==> src/rtl/exec_unit.sv <==
// exec_unit: execute stage with single-cycle ALU ops and a fixed-latency shift-add multiplier
module exec_unit #(
  parameter int WIDTH = 16
) (
  input  logic             clk,
  input  logic             reset,
  input  logic             start,
  input  logic [3:0]       op,
  input  logic [WIDTH-1:0] in_a,
  input  logic [WIDTH-1:0] in_b,
  input  logic [1:0]       dest,
  output logic             busy,
  output logic             done,
  output logic             rf_write,
  output logic [1:0]       rf_addr3,
  output logic [WIDTH-1:0] rf_data3,
  output logic             ovf,
  output logic             zero,
  output logic             illegal
);
  localparam int CW = $clog2(WIDTH + 1);
  localparam int M = WIDTH - 1;
  typedef enum logic [1:0] {IDLE, MUL, WB} state_t;
  state_t state_q, state_d;
  logic [WIDTH-1:0] acc_q, acc_d, mc_q, mc_d, mp_q, mp_d, data_q, data_d, alu_r, acc_sum;
  logic [CW-1:0] cnt_q, cnt_d;
  logic [1:0] dest_q, dest_d, addr_q, addr_d;
  logic done_q, done_d, wr_q, wr_d, ovf_q, ovf_d, zero_q, zero_d, ill_q, ill_d;
  logic legal, alu_v;
  assign legal = op < 4'd8;
  assign alu_r = op == 4'd0 ? in_a + in_b :
                 op == 4'd1 ? in_a - in_b :
                 op == 4'd2 ? in_a & in_b :
                 op == 4'd3 ? in_a | in_b :
                 op == 4'd4 ? ~in_a :
                 op == 4'd5 ? -in_a :
                 op == 4'd6 ? {in_a[M-1:0], 1'b0} :
                 op == 4'd7 ? {in_a[M], in_a[M:1]} : '0;
  assign alu_v = (op == 4'd0 && in_a[M] == in_b[M] && alu_r[M] != in_a[M]) ||
                 (op == 4'd1 && in_a[M] != in_b[M] && alu_r[M] != in_a[M]);
  assign acc_sum = acc_q + (mp_q[0] ? mc_q : '0);
  always_comb begin
    state_d = state_q;
    acc_d = acc_q;
    mc_d = mc_q;
    mp_d = mp_q;
    cnt_d = cnt_q;
    dest_d = dest_q;
    addr_d = addr_q;
    data_d = data_q;
    done_d = 1'b0;
    wr_d = 1'b0;
    ovf_d = 1'b0;
    zero_d = 1'b0;
    ill_d = 1'b0;
    case (state_q)
      IDLE: if (start) begin
        dest_d = dest;
        if (op == 4'd8) begin
          state_d = MUL;
          acc_d = '0;
          mc_d = in_a;
          mp_d = in_b;
          cnt_d = '0;
        end else begin
          state_d = WB;
          done_d = 1'b1;
          wr_d = legal;
          ill_d = ~legal;
          addr_d = legal ? dest : addr_q;
          data_d = legal ? alu_r : '0;
          zero_d = legal ? alu_r == '0 : 1'b1;
          ovf_d = alu_v;
        end
      end
      MUL: begin
        acc_d = acc_sum;
        mc_d = mc_q << 1;
        mp_d = mp_q >> 1;
        cnt_d = cnt_q + 1'b1;
        // latency is fixed at WIDTH iterations regardless of the multiplier value
        if (cnt_q == CW'(WIDTH - 1)) begin
          state_d = WB;
          done_d = 1'b1;
          wr_d = 1'b1;
          addr_d = dest_q;
          data_d = acc_sum;
          zero_d = acc_sum == '0;
        end
      end
      default: state_d = IDLE;
    endcase
  end
  always_ff @(posedge clk) begin
    if (reset) begin
      state_q <= IDLE;
      acc_q <= '0;
      mc_q <= '0;
      mp_q <= '0;
      cnt_q <= '0;
      dest_q <= '0;
      addr_q <= '0;
      data_q <= '0;
      done_q <= 1'b0;
      wr_q <= 1'b0;
      ovf_q <= 1'b0;
      zero_q <= 1'b0;
      ill_q <= 1'b0;
    end else begin
      state_q <= state_d;
      acc_q <= acc_d;
      mc_q <= mc_d;
      mp_q <= mp_d;
      cnt_q <= cnt_d;
      dest_q <= dest_d;
      addr_q <= addr_d;
      data_q <= data_d;
      done_q <= done_d;
      wr_q <= wr_d;
      ovf_q <= ovf_d;
      zero_q <= zero_d;
      ill_q <= ill_d;
    end
  end
  assign busy = state_q != IDLE;
  assign done = done_q;
  assign rf_write = wr_q;
  assign rf_addr3 = addr_q;
  assign rf_data3 = data_q;
  assign ovf = ovf_q;
  assign zero = zero_q;
  assign illegal = ill_q;
endmodule
==> config.mk <==
export PLATFORM = sky130hd
export DESIGN_NAME = exec_unit
export DESIGN_NICKNAME = d
export VERILOG_FILES = /design/src/rtl/exec_unit.sv
export SDC_FILE = /design/constraint.sdc
export NUM_CORES = 1
export LEC_CHECK = 0
export CAP_MARGIN = 20
export CORE_ASPECT_RATIO = 1.2
export CORE_UTILIZATION = 30
export DETAILED_ROUTE_END_ITERATION = 10
export SLEW_MARGIN = 20
export SYNTH_ARGS = -nofsm -noshare
export SYNTH_HDL_FRONTEND = slang
export SYNTH_SLANG_ARGS = --single-unit
==> constraint.sdc <==
create_clock -name clk -period 10.9 [get_ports clk]
set_clock_uncertainty 0.2 [all_clocks]
set_input_delay 1.635 -clock clk [delete_from_list [all_inputs] [get_ports clk]]
set_output_delay 1.635 -clock clk [all_outputs]
set_load 0.05 [all_outputs]
==> flow_summary_export.csv <==
group,metric,value,unit
global_routing,antenna_found_initial,0,
finish,post-route-util,35.6,%
power_and_ir_drop,swShare,34.2,%
yosys,synth_ff_type,"dfxtp_1",
yosys,async_reset_ff_share,0,%
clocking,clock_sink_count,80,
clocking,clockRootBuffer,"clkbuf_16",
global_routing,grtUsageTotal,20.0,%
finish,drive_gt1_share,4.77,%
floorplan,dieArea,0.0242,mm2
power_and_ir_drop,internal-power,568,uW
worst_setup_path,r2r-start,"mp_q[0]",
finish,fillerInstances,2423,
global_routing,grt_max_degree,78,
clocking,clkTransAtPathRegs,0.06,ns
drt,drt-pass1-iter-count,8,
clocking,hold_buffers,0,
power_and_ir_drop,power_per_cell_area,105,mW/mm2
finish,n_antenna_cell,0,
status,status,"complete, no violations",
global_routing,grt_pass1_wl,37700,um
finish,final_cell_mix,"133 x nand2_1, 119 x nor2_1, 80 x dfxtp_1",
sta,finalHoldViolCount,0,
yosys,yosys_warnings,0,
yosys,seq_area_frac_synth,22.6,%
yosys,synth_nets,1084,
placement,dp_slack,4.97,ns
power_and_ir_drop,total_power,863,uW
floorplan,die_h,170,um
sta,fmax,175,MHz
drt,drt-total-wl,23700,um
hold_path,whs_path_depth,2,
drt,dr.max_layer_used,"met4",
clocking,clkLatencyLatePin,0.36,ns
floorplan,core,0.0231,mm2
drt,drt_iter0_drc,718,
sta,worstMarginPinSlew,0.862,ns
hold_path,worstHoldStart,"acc_q[10]",
finish,nets,1110,
sta,timing.final.crit_share,52.3,%
hold_path,holdPathEnd,"acc_q[10]",
worst_setup_path,worstSetupStartpoint,"in_a[3]",
drt,avgRoutedWirePerCell,18.0,um
clocking,cts_buffers,9,
finish,final_common_cell,"nand2_1",
finish,postLayoutCellArea,0.00823,mm2
clocking,cts_resized,0,
yosys,synth_area,0.00707,mm2
drt,ant_nets,0,
floorplan,die_w,142,um
drt,viasPerCell,5.60,
yosys,synth_cell_types,73,
sta,rsz0062_at_grt,"no",
worst_setup_path,cp.required,10.96,ns
clocking,clockBufferDepth,2,
worst_setup_path,critPathKind,"primary input to flop",
sta,fin_ws,5.20,ns
power_and_ir_drop,power_frac_seq,36.0,%
sta,slew_violations,0,
floorplan,start_util,30.6,%
global_routing,grt_pass1_vias,7072,
power_and_ir_drop,combPwrFrac,27.9,%
clocking,post_cts_buffers,0,
hold_path,hold_class,"flop to flop",
worst_setup_path,startpoint_type,"primary input",
clocking,tritoncts,"built",
yosys,syn_inst,975,
placement,dp_hpwl,17600,um
sta,maxSlewHeadroom,42.6,%
global_routing,globalRouteOverflowTotal,0,
power_and_ir_drop,pwr-share-clk,36.1,%
placement,io_buffer_count,64,
finish,syn_to_final_growth,16.3,%
worst_setup_path,critPathArrivalTime,5.76,ns
worst_setup_path,worst_r2r_endpoint,"zero",
worst_setup_path,crit_path_end_kind,"flop",
worst_setup_path,cp_max_fo,10,
yosys,ys_ff_latch,80,
worst_setup_path,regToRegSetupSlack,7.33,ns
clocking,h-tree-depth,3,
yosys,avgSynthCellArea,7.25,um2
yosys,synth_edf_count,0,
drt,drc,0,
floorplan,io_pins,65,
power_and_ir_drop,p_sw,295,uW
placement,placedInstanceArea,0.00794,mm2
floorplan,rows,61,
power_and_ir_drop,cellLeakagePower,0.00325,uW
drt,vias,7395,
drt,met1_length,10200,um
sta,period_needed,5.70,ns
job,drv_cap,0,
power_and_ir_drop,irDropWorstVdd,0.0739,mV
sta,finalSetupTns,0,ns
placement,gp_congestion,0.955,
drt,wl_met3,1190,um
sta,finalSetupViolCount,0,
worst_setup_path,rr_worst_depth,12,
drt,met2_length,11500,um
how the worst max path moves through the flow:
stage	to	slack, ns	depth (start not counted)
finish	zero	5.20	12
global route	zero	5.07	12
CTS	zero	5.32	14
detailed placement	zero	4.97	14
global placement	zero	5.02	14
floorplan	zero	6.05	14
cell families (layout without fill, tap and decap cells):
group / after synthesis / count (layout) / share of synthesized area, %
compound gates: 294 / 294 / 28.3
xor+xnor: 22 / 22 / 2.72
fa+ha+maj: 68 / 68 / 12.3
buf+inv: 110 / 141 / 6.30
flops: 80 / 80 / 22.6
mux: 11 / 11 / 1.91
simple gates: 390 / 390 / 25.7
per-stage QoR:
step                      std cells  hold WS (ns)
after floorplan                 975         0.241
after global placement         1305         0.248
after detailed placement       1305         0.252
after CTS                      1321         0.262
after global routing           1321         0.289
final                          1321         0.259
final cells by class:
class                   instances  area (um2)  area share, %
clock inverters                 5        56.3          0.685
inverters                      50         188           2.28
clock buffers                  11         233           2.83
flip-flops and latches         80        1600           19.5
multi-input cells             785        5040           61.3
repair buffers                 75         713           8.67
well taps                     315         394           4.79
Yosys cell counts (4+ instances only):
cell type | count | area, um2
or4_1 | 4 | 30.0
nor2_1 | 120 | 450
inv_1 | 49 | 184
and2_1 | 20 | 125
o21ai_1 | 4 | 20.0
o221ai_1 | 6 | 52.6
a211oi_1 | 13 | 97.6
and3_1 | 7 | 43.8
a21oi_1 | 66 | 330
dfxtp_1 | 80 | 1600
a21o_1 | 12 | 90.1
nand3_1 | 14 | 70.1
buf_2 | 14 | 70.1
xor2_1 | 8 | 70.1
nor3_1 | 23 | 115
nand4_1 | 10 | 62.6
mux2i_1 | 9 | 90.1
a31oi_1 | 12 | 75.1
a221o_1 | 4 | 40.0
o22ai_1 | 10 | 62.6
a221oi_1 | 5 | 43.8
ha_1 | 65 | 813
o31a_1 | 4 | 35.0
o21a_1 | 8 | 60.1
nand2b_1 | 16 | 100
o211ai_1 | 4 | 30.0
xnor2_1 | 14 | 123
o21bai_1 | 6 | 45.0
nand2_1 | 133 | 499
a22oi_1 | 14 | 105
o21ai_0 | 53 | 265
a311oi_1 | 40 | 350
nor2b_1 | 11 | 68.8
or2_2 | 5 | 31.3
or3_1 | 9 | 56.3
clkbuf_1 | 43 | 161
nor4_1 | 4 | 25.0
power groups by stage:
stage	Clock, uW	Combinational [uW]	Sequential (uW)
4_1_cts	322	238	311
2_1_floorplan	0	138	335
6_report	312	241	310
3_5_place_dp	0	237	317
5_1_grt	331	261	312
3_3_place_gp	0	237	317
flip-flops by register name, indices dropped and copies added, names as in the netlist:
name / count
acc_q: 16
dest_q: 2
rf_addr3: 2
state_q: 2
illegal: 1
cnt_q: 5
rf_data3: 16
mc_q: 16
ovf: 1
done: 1
rf_write: 1
zero: 1
mp_q: 16
routing by layer:
layer / track usage (%) / up-vias
met5: 0 / -
met4: 9.72 / 0
met3: 2.39 / 54
li1: - / 3581
met2: 34.3 / 279
met1: 24.6 / 3481
worst max-delay path: stages:
cell and delay (ns):
clkdlybuf4s50_1 0.79, inv_1 0.14, ha_1 0.45, nor2_1 0.11, a211oi_1 0.44, a21oi_2 0.15
o41ai_2 0.60, o221ai_1 0.25, a222oi_1 0.54, nand2_1 0.08, or4_1 0.50, o41ai_1 0.07
Note: power is estimated with default switching activity, not from simulation.
